[src/rtl/i2c_arbiter_if.sv]
// Bus bundle between the two requesters, the arbiter and the I2C master core.
// The master modport is the arbiter's view. The slave modport is the view of
// the environment that drives requests and models the core.
interface i2c_arbiter_if;
   logic [1:0] req;
   logic [6:0] req_addr0;
   logic [6:0] req_addr1;
   logic       req_rw0;
   logic       req_rw1;
   logic [7:0] req_wdata0;
   logic [7:0] req_wdata1;
   logic [1:0] gnt;
   logic [1:0] ack;
   logic [7:0] rdata;
   logic       timeout_err;
   logic       core_en;
   logic [6:0] core_addr;
   logic       core_rw;
   logic [7:0] core_wdata;
   logic       core_busy;
   logic [7:0] core_rdata;

   modport master (
      input  req, req_addr0, req_addr1, req_rw0, req_rw1, req_wdata0, req_wdata1,
      input  core_busy, core_rdata,
      output gnt, ack, rdata, timeout_err,
      output core_en, core_addr, core_rw, core_wdata
   );

   modport slave (
      output req, req_addr0, req_addr1, req_rw0, req_rw1, req_wdata0, req_wdata1,
      output core_busy, core_rdata,
      input  gnt, ack, rdata, timeout_err,
      input  core_en, core_addr, core_rw, core_wdata
   );
endinterface

[src/rtl/i2c_arbiter.sv]
// Two-requester arbiter in front of a single I2C master core.
// Ties alternate using a last-served pointer. The request that wins is latched
// and drives the core. A per-transaction cycle counter aborts a hung core. All
// outputs are registers.
module i2c_arbiter #(
   parameter int unsigned TIMEOUT = 1023
) (
   input  logic          clk,
   input  logic          resetN,
   i2c_arbiter_if.master bus
);

   typedef enum logic [1:0] {
      IDLE  = 2'd0,
      ISSUE = 2'd1,
      BUSY  = 2'd2,
      DONE  = 2'd3
   } state_t;

   localparam logic [9:0] TIMEOUT_C = 10'(TIMEOUT);

   state_t     state_r;
   logic       last_r;
   logic [9:0] cnt_r;
   logic       gidx_r;
   logic [1:0] gnt_r;
   logic [1:0] ack_r;
   logic [7:0] rdata_r;
   logic       terr_r;
   logic       core_en_r;
   logic [6:0] core_addr_r;
   logic       core_rw_r;
   logic [7:0] core_wdata_r;

   logic       pick_s;
   logic [6:0] sel_addr_s;
   logic       sel_rw_s;
   logic [7:0] sel_wdata_s;

   // Index of a requester, turned into its one-hot grant vector.
   function automatic logic [1:0] idx_to_onehot(input logic idx);
      logic [1:0] oh;
      if (idx) begin
         oh = 2'b10;
      end else begin
         oh = 2'b01;
      end
      return oh;
   endfunction

   // Winner selection: a lone requester wins, and a tie goes to the one not served last.
   always_comb begin
      if (bus.req == 2'b11) begin
         pick_s = ~last_r;
      end else if (bus.req[1]) begin
         pick_s = 1'b1;
      end else begin
         pick_s = 1'b0;
      end
   end

   // Route the winner's transaction fields towards the core latches.
   always_comb begin
      if (pick_s) begin
         sel_addr_s  = bus.req_addr1;
         sel_rw_s    = bus.req_rw1;
         sel_wdata_s = bus.req_wdata1;
      end else begin
         sel_addr_s  = bus.req_addr0;
         sel_rw_s    = bus.req_rw0;
         sel_wdata_s = bus.req_wdata0;
      end
   end

   // Arbitration FSM with all outputs registered.
   always_ff @(posedge clk or negedge resetN) begin
      if (!resetN) begin
         state_r      <= IDLE;
         last_r       <= 1'b1;
         cnt_r        <= 10'd0;
         gidx_r       <= 1'b0;
         gnt_r        <= 2'b00;
         ack_r        <= 2'b00;
         rdata_r      <= 8'h00;
         terr_r       <= 1'b0;
         core_en_r    <= 1'b0;
         core_addr_r  <= 7'h00;
         core_rw_r    <= 1'b0;
         core_wdata_r <= 8'h00;
      end else begin
         case (state_r)
            IDLE: begin
               if (bus.req != 2'b00) begin
                  gidx_r       <= pick_s;
                  gnt_r        <= idx_to_onehot(pick_s);
                  core_addr_r  <= sel_addr_s;
                  core_rw_r    <= sel_rw_s;
                  core_wdata_r <= sel_wdata_s;
                  cnt_r        <= 10'd0;
                  core_en_r    <= 1'b1;
                  state_r      <= ISSUE;
               end
            end
            ISSUE: begin
               if (bus.core_busy) begin
                  cnt_r     <= 10'd0;
                  core_en_r <= 1'b0;
                  state_r   <= BUSY;
               end else if (cnt_r == TIMEOUT_C) begin
                  // The core never started. Abort and leave rdata untouched.
                  terr_r    <= 1'b1;
                  core_en_r <= 1'b0;
                  ack_r     <= gnt_r;
                  state_r   <= DONE;
               end else begin
                  cnt_r <= cnt_r + 10'd1;
               end
            end
            BUSY: begin
               if (!bus.core_busy) begin
                  if (core_rw_r) begin
                     rdata_r <= bus.core_rdata;
                  end
                  ack_r   <= gnt_r;
                  state_r <= DONE;
               end else if (cnt_r == TIMEOUT_C) begin
                  // The core is stuck busy. Give up on it.
                  terr_r  <= 1'b1;
                  ack_r   <= gnt_r;
                  state_r <= DONE;
               end else begin
                  cnt_r <= cnt_r + 10'd1;
               end
            end
            DONE: begin
               gnt_r   <= 2'b00;
               ack_r   <= 2'b00;
               terr_r  <= 1'b0;
               last_r  <= gidx_r;
               state_r <= IDLE;
            end
            default: begin
               gnt_r     <= 2'b00;
               ack_r     <= 2'b00;
               terr_r    <= 1'b0;
               core_en_r <= 1'b0;
               state_r   <= IDLE;
            end
         endcase
      end
   end

   assign bus.gnt         = gnt_r;
   assign bus.ack         = ack_r;
   assign bus.rdata       = rdata_r;
   assign bus.timeout_err = terr_r;
   assign bus.core_en     = core_en_r;
   assign bus.core_addr   = core_addr_r;
   assign bus.core_rw     = core_rw_r;
   assign bus.core_wdata  = core_wdata_r;

endmodule

[src/flat_wrapper.sv]
// flat-port wrapper written by rule: the top's interface ports become plain ports
module i2c_arbiter_flat 
#(
   parameter int unsigned TIMEOUT = 1023
)
  (clk, resetN, bus_req, bus_req_addr0, bus_req_addr1, bus_req_rw0, bus_req_rw1, bus_req_wdata0, bus_req_wdata1, bus_core_busy, bus_core_rdata, bus_gnt, bus_ack, bus_rdata, bus_timeout_err, bus_core_en, bus_core_addr, bus_core_rw, bus_core_wdata);
  i2c_arbiter_if bus_i ();
  input  logic clk;
  input  logic resetN;
  input wire logic [$bits(bus_i.req)-1:0] bus_req;
  input wire logic [$bits(bus_i.req_addr0)-1:0] bus_req_addr0;
  input wire logic [$bits(bus_i.req_addr1)-1:0] bus_req_addr1;
  input wire logic [$bits(bus_i.req_rw0)-1:0] bus_req_rw0;
  input wire logic [$bits(bus_i.req_rw1)-1:0] bus_req_rw1;
  input wire logic [$bits(bus_i.req_wdata0)-1:0] bus_req_wdata0;
  input wire logic [$bits(bus_i.req_wdata1)-1:0] bus_req_wdata1;
  input wire logic [$bits(bus_i.core_busy)-1:0] bus_core_busy;
  input wire logic [$bits(bus_i.core_rdata)-1:0] bus_core_rdata;
  output wire logic [$bits(bus_i.gnt)-1:0] bus_gnt;
  output wire logic [$bits(bus_i.ack)-1:0] bus_ack;
  output wire logic [$bits(bus_i.rdata)-1:0] bus_rdata;
  output wire logic [$bits(bus_i.timeout_err)-1:0] bus_timeout_err;
  output wire logic [$bits(bus_i.core_en)-1:0] bus_core_en;
  output wire logic [$bits(bus_i.core_addr)-1:0] bus_core_addr;
  output wire logic [$bits(bus_i.core_rw)-1:0] bus_core_rw;
  output wire logic [$bits(bus_i.core_wdata)-1:0] bus_core_wdata;
  assign bus_i.req = bus_req;
  assign bus_i.req_addr0 = bus_req_addr0;
  assign bus_i.req_addr1 = bus_req_addr1;
  assign bus_i.req_rw0 = bus_req_rw0;
  assign bus_i.req_rw1 = bus_req_rw1;
  assign bus_i.req_wdata0 = bus_req_wdata0;
  assign bus_i.req_wdata1 = bus_req_wdata1;
  assign bus_i.core_busy = bus_core_busy;
  assign bus_i.core_rdata = bus_core_rdata;
  assign bus_gnt = bus_i.gnt;
  assign bus_ack = bus_i.ack;
  assign bus_rdata = bus_i.rdata;
  assign bus_timeout_err = bus_i.timeout_err;
  assign bus_core_en = bus_i.core_en;
  assign bus_core_addr = bus_i.core_addr;
  assign bus_core_rw = bus_i.core_rw;
  assign bus_core_wdata = bus_i.core_wdata;
  i2c_arbiter #(.TIMEOUT(TIMEOUT)) u_core (.clk(clk), .resetN(resetN), .bus(bus_i));
endmodule
[config.mk]
export PLATFORM = sky130hd
export DESIGN_NAME = i2c_arbiter_flat
export DESIGN_NICKNAME = d
export VERILOG_FILES = /design/src/rtl/i2c_arbiter_if.sv /design/src/rtl/i2c_arbiter.sv /design/src/flat_wrapper.sv
export SDC_FILE = /design/constraint.sdc
export NUM_CORES = 1
export LEC_CHECK = 0
export ABC_CLOCK_PERIOD_IN_PS = 3900
export BUFFER_PORTS_ARGS = -buffer_cell sky130_fd_sc_hd__buf_4
export CORE_MARGIN = 2
export CORE_UTILIZATION = 54
export CTS_CLUSTER_SIZE = 40
export DETAILED_ROUTE_END_ITERATION = 6
export GPL_ROUTABILITY_DRIVEN = 0
export GPL_TIMING_DRIVEN = 0
export MAX_ROUTING_LAYER = met4
export PLACE_DENSITY_LB_ADDON = 0.05
export SLEW_MARGIN = 20
export SYNTH_ARGS = -nofsm -noshare
export SYNTH_HDL_FRONTEND = slang
export SYNTH_SLANG_ARGS = --single-unit
[constraint.sdc]
create_clock -name clk -period 3.9 [get_ports clk]
set_clock_uncertainty 0.1 [all_clocks]
set_input_delay 0.78 -clock clk [delete_from_list [all_inputs] [get_ports clk]]
set_output_delay 0.78 -clock clk [all_outputs]
set_load 0.03 [all_outputs]
-- Word level (Yosys, flattened, before mapping)
Index checks and enable logic that the tools add are counted.
- register bits after elaboration: 44
- output and inout bits: 30
- word-level logic and storage cells: 67
- input port bits: 45
- bitwise operators: 2
- add/subtract/negate cells: 1
- eq/ne operators: 9
- reductions and logical operators: 13
- muxes and demuxes: 30
- operators by type and width (cell ; count):
    2-to-1 mux 10 bit ; 4
    case mux 10 bit (3 select lines) ; 1
    2-to-1 mux 2 bit ; 9
    AND reduction 3 bit ; 4
    adder 10 x 1 -> 10 bit, second input constant ; 1
    equality test 10 bit, second input constant ; 1
    2-to-1 mux 1 bit ; 9
    2-to-1 mux 8 bit ; 1
    case mux 2 bit (4 select lines) ; 1
    2-to-1 mux 7 bit ; 1
    equality test 2 bit, second input constant ; 3
    case mux 2 bit (3 select lines) ; 1
    AND reduction 2 bit ; 3
    nonzero test 2 bit ; 3
    nonzero test 3 bit ; 2
    != test 2 bit, second input constant ; 2
    case mux 2 bit (2 select lines) ; 1
    != test 3 x 2 -> 1 bit, second input constant ; 1
    case mux 1 bit (3 select lines) ; 1
    equality test 2 x 1 -> 1 bit, second input constant ; 1
    zero test 2 bit ; 1
    != test 2 x 1 -> 1 bit, second input constant ; 1
    inverter 1 bit ; 2
    case mux 1 bit (2 select lines) ; 1

-- Depth between registers and ports, before layout
- depth in word-level cells: 5
- mapped depth: 8

-- Least setup slack after synthesis
Ideal clock, no wire load.
- path type: reg2reg
- from: register u_core.state_r[0]
- to: register u_core.cnt_r[3]
- data required time: 3727 ps
- library setup time: 73 ps
- path slack: 1730 ps
- cell stages (with the launch flop): 8
- data arrival time: 1997 ps
- path through: dfrtp_1 > inv_1 > ha_1 > buf_6 > nor3b_4 > or3_4 > or4_4 > a21oi_2
- word-level cells in the longest chain between the ends: 3
- ends and longest elaborated chain (item ; line ; RTL):
    start: declaration ; i2c_arbiter.sv:22 ; state_t state_r;
    start signal: assignment ; i2c_arbiter.sv:78 ; state_r <= IDLE;
    start signal: assignment ; i2c_arbiter.sv:101 ; state_r <= ISSUE;
    start signal: assignment ; i2c_arbiter.sv:108 ; state_r <= BUSY;
    equality test 2 bit (tied with other cells) ; i2c_arbiter.sv:91 ; case (state_r)
    != test 2 bit (no source line) (tied with other cells) ; -- ;
    AND reduction 3 bit (no source line) ; -- ;
    end signal: assignment ; i2c_arbiter.sv:116 ; cnt_r <= cnt_r + 10'd1;
    end signal: assignment ; i2c_arbiter.sv:132 ; cnt_r <= cnt_r + 10'd1;
    end: declaration ; i2c_arbiter.sv:24 ; logic [9:0] cnt_r;
Parallel ways exist; a longest one is shown, timed or not.
A chain may end at the register's enable or synchronous reset.

-- Worst setup path after layout
- from: register u_core.state_r[0]
- to: register u_core.cnt_r[7]
The elaborated chain is that of the path after synthesis.

==> out/qor.csv <==
stage,metric,value,unit
clocking,deepest clock path buffer count,2,
logic_synthesis,"arithmetic-cell share of the synthesized area counting full adders, half adders and majority gates",4.50,%
route,routed len/inst,15.5,um
layout,most common library cell in the layout ignoring fill and taps,buf_4,
setup_path,number of cells on the worst reg-to-reg path,8,
route,Pre-Repair DR Iteration Count,4,
floorplan,DIE HEIGHT,68.2,um
clocking,H-Tree Level Count,2,
route,post-detailed-route via-to-cell ratio,5.59,
global_route,vias in the first global route,1777,
setup_path,worst-case register-to-register setup slack,1460,ps
logic_synthesis,Yosys top cell area share,48.4,%
setup_path,category of the worst setup path launch point,register,
layout,ratio of cells with drive above 1 in the final layout,35.5,%
logic_synthesis,net count of the mapped netlist,261,
logic_synthesis,combinational family with the most area after synthesis,compound AO/OA/AOI/OAI gates,
floorplan,Starting Density,56.0,%
sta,ratio of final minimum period to clock period,62.5,%
floorplan,Core Area,3970,um2
logic_synthesis,share of cell area taken by muxes after synthesis,12.7,%
route,DRC violations left,0,
setup_path,Setup crit end kind,register,
global_route,initial antenna violation count,0,
layout,"commonest non-fill, non-tap cells in the layout","buf_4, dfrtp_1, o21ai_0",
sta,min cycle time layout,2440,ps
floorplan,Die X,68.2,um
sta,worst hold margin,361,ps
clocking,root buffer cell,clkbuf_8,
worst_hold_path,Tightest Hold Check Type,in2async,
route,total number of vias,1902,
logic_synthesis,area of the mapped netlist,2220,um2
setup_path,kind of critical path,reg2reg,
logic_synthesis,synthesized-area fraction occupied by xor and xnor cells,0,%
sta,unrepaired setup endpoints after global routing,no,
setup_path,Critical R2R Launch,u_core.state_r[0],
clocking,number of buffers inserted during clock tree synthesis,5,
global_route,maximum number of pins on one net before global-route repair,45,
global_route,Tot GR Track Use,24.5,%
setup_path,required time reported for the critical path endpoint,3960,ps
floorplan,count of boundary I/O pins,75,
route,starting DRC count in detailed routing,187,
layout,Final #Nets,342,
power_and_ir_drop,Max rail drop VDD,437,uV
setup_path,Worst EP arrival,2500,ps
placement,post-placement cell count,332,
layout,diode insertion count for antenna repair,0,
layout,area growth from synthesis to final layout,34.9,%
sta,setup TNS,0,ps
clocking,Resize count post-CTS,0,
logic_synthesis,synth top area cells,"dfrtp_1, mux2i_1, o21ai_0",
clocking,"Clk Latency, worst-skew pair",300,ps
route,"antenna viol nets, final",0,
clocking,TritonCTS clock tree,built,
clocking,sinks on the clock net,44,
power_and_ir_drop,power after layout,2.33,mW
sta,maximum operating frequency,410,MHz
logic_synthesis,biggest area consumer among synthesized cells,dfrtp_1,
setup_path,reg2reg end,u_core.cnt_r[7],
power_and_ir_drop,leakage component of the power,1.43,nW
logic_synthesis,proportion of synthesized chip area in sequential cells,49.6,%
sta,relative max-transition margin,63.5,%
global_route,global-route wire length before repair,8090,um
power_and_ir_drop,ratio of total power to cell area,776,nW/um2
clocking,CTS clock-pin slew for the worst setup and hold paths,90,ps
sta,count of final max-slew check failures,0,
sta,Final setup viols,0,
logic_synthesis,mean post-synth cell area,10.7,um2
layout,Non-Filler Instances,340,
placement,detailed placer's ending HPWL,3850,um
global_route,gr ovfl total,0,
floorplan,die area,4650,um2
clocking,post-CTS repair timing setup buffer count,0,
outcome,result of the run,"complete, no violations",
sta,Worst-Margin Slew,544,ps
logic_synthesis,fraction of the mapped netlist area in simple logic gates,13.0,%
clocking,number of buffers inserted by hold repair at cts,0,
floorplan,Site Rows,23,
placement,Port-buffer cells,74,
route,routed wire length,5280,um
logic_synthesis,Seq cells post-synth,44,
flow_run,number of max-cap violations,0,
logic_synthesis,Ys Warns,0,
logic_synthesis,Synth Area in Compound Gates,17.2,%
logic_synthesis,Netlist cell types,42,
sta,Hold Fails Final Rpt,0,
layout,filler instances,293,
logic_synthesis,Syn Inst Count,208,
setup_path,largest fanout on the critical path,10,
per-stage QoR:
step / setup slack, ps / area [um2] / util, %
after CTS: 1470 / 3000 / 75.6
after global placement: 1530 / 2840 / 71.6
after detailed placement: 1530 / 2840 / 71.6
final: 1460 / 3000 / 75.6
after floorplan: 1730 / 2220 / -
after global routing: 1270 / 3000 / 75.6
critical path, cell delays in order (launching register included):
cell,delay [ps]
dfrtp_1,440
inv_1,140
ha_1,240
buf_6,150
nor3b_4,180
or3_4,390
buf_6,150
nor2_1,430
a311oi_1,90
state kept, by name, summed over array words and instances (netlist names), 2 cells and up:
| name | cells |
|---|---|
| u_core.cnt_r | 10 |
| u_core.bus.core_wdata | 8 |
| u_core.bus.ack | 2 |
| u_core.bus.rdata | 8 |
| u_core.bus.core_addr | 7 |
| u_core.bus.gnt | 2 |
| u_core.state_r | 2 |
cells by family after synthesis:
| logic type | after synthesis |
|---|---|
| buffers and inverters | 13 |
| muxes | 27 |
| AOI/OAI and AO/OA | 61 |
| and+or+nand+nor | 55 |
| DFF | 44 |
| adders and majority gates | 8 |
per-layer routing:
layer	share of wire, %	vias up	routed length, um	GRT usage, %
li1	-	919	-	-
met1	42	930	2200	29.4
met2	53	45	2820	41.6
met3	3.8	8	202	4.61
met4	0.97	0	51	8.00
met5	0	-	0	-
worst max-delay path by stage:
stage,end,slack [ps],cells after the start,from
global placement,u_core.cnt_r[7],1530,8,u_core.state_r[0]
floorplan,u_core.cnt_r[3],1730,7,u_core.state_r[0]
detailed placement,u_core.cnt_r[7],1530,8,u_core.state_r[0]
global route,u_core.cnt_r[2],1270,8,u_core.state_r[0]
CTS,u_core.cnt_r[7],1470,8,u_core.state_r[0]
finish,u_core.cnt_r[7],1460,8,u_core.state_r[0]
synth_stat cells, drive strengths merged:
master / instances
ha: 8
o2bb2ai: 2
or4: 2
or3: 4
buf: 4
nor2: 7
and2: 1
a41oi: 3
inv: 3
nor3: 2
a311oi: 1
a21oi: 13
o21a: 1
a22o: 1
dfrtp: 43
mux2: 9
nor2b: 4
and3: 2
o21ai: 25
nand3: 7
o32a: 1
dfstp: 1
nor3b: 1
o21bai: 2
nand2: 22
nand2b: 1
nand4: 1
o31ai: 7
a211oi: 1
or2: 1
clkbuf: 6
mux2i: 18
a21boi: 1
a21o: 1
a32o: 2
power by group:
group          switching (mW)  leakage, nW  internal, mW
logic                   0.667        0.797         0.439
clock network           0.157       0.0784         0.320
registers               0.112        0.559         0.633
total                   0.936         1.43          1.39
layout make-up:
cell class	count	area [um2]	share of cell area [%]
flip-flops and latches	44	1100	36.7
multi-input cells	151	1050	35.1
repair buffers	74	556	18.5
clock inverters	3	90.1	3.00
clock buffers	5	68.8	2.29
well taps	50	62.6	2.09
plain buffers	10	56.3	1.88
inverters	3	11.3	0.375
No activity file was read; power rests on OpenSTA's default activity.
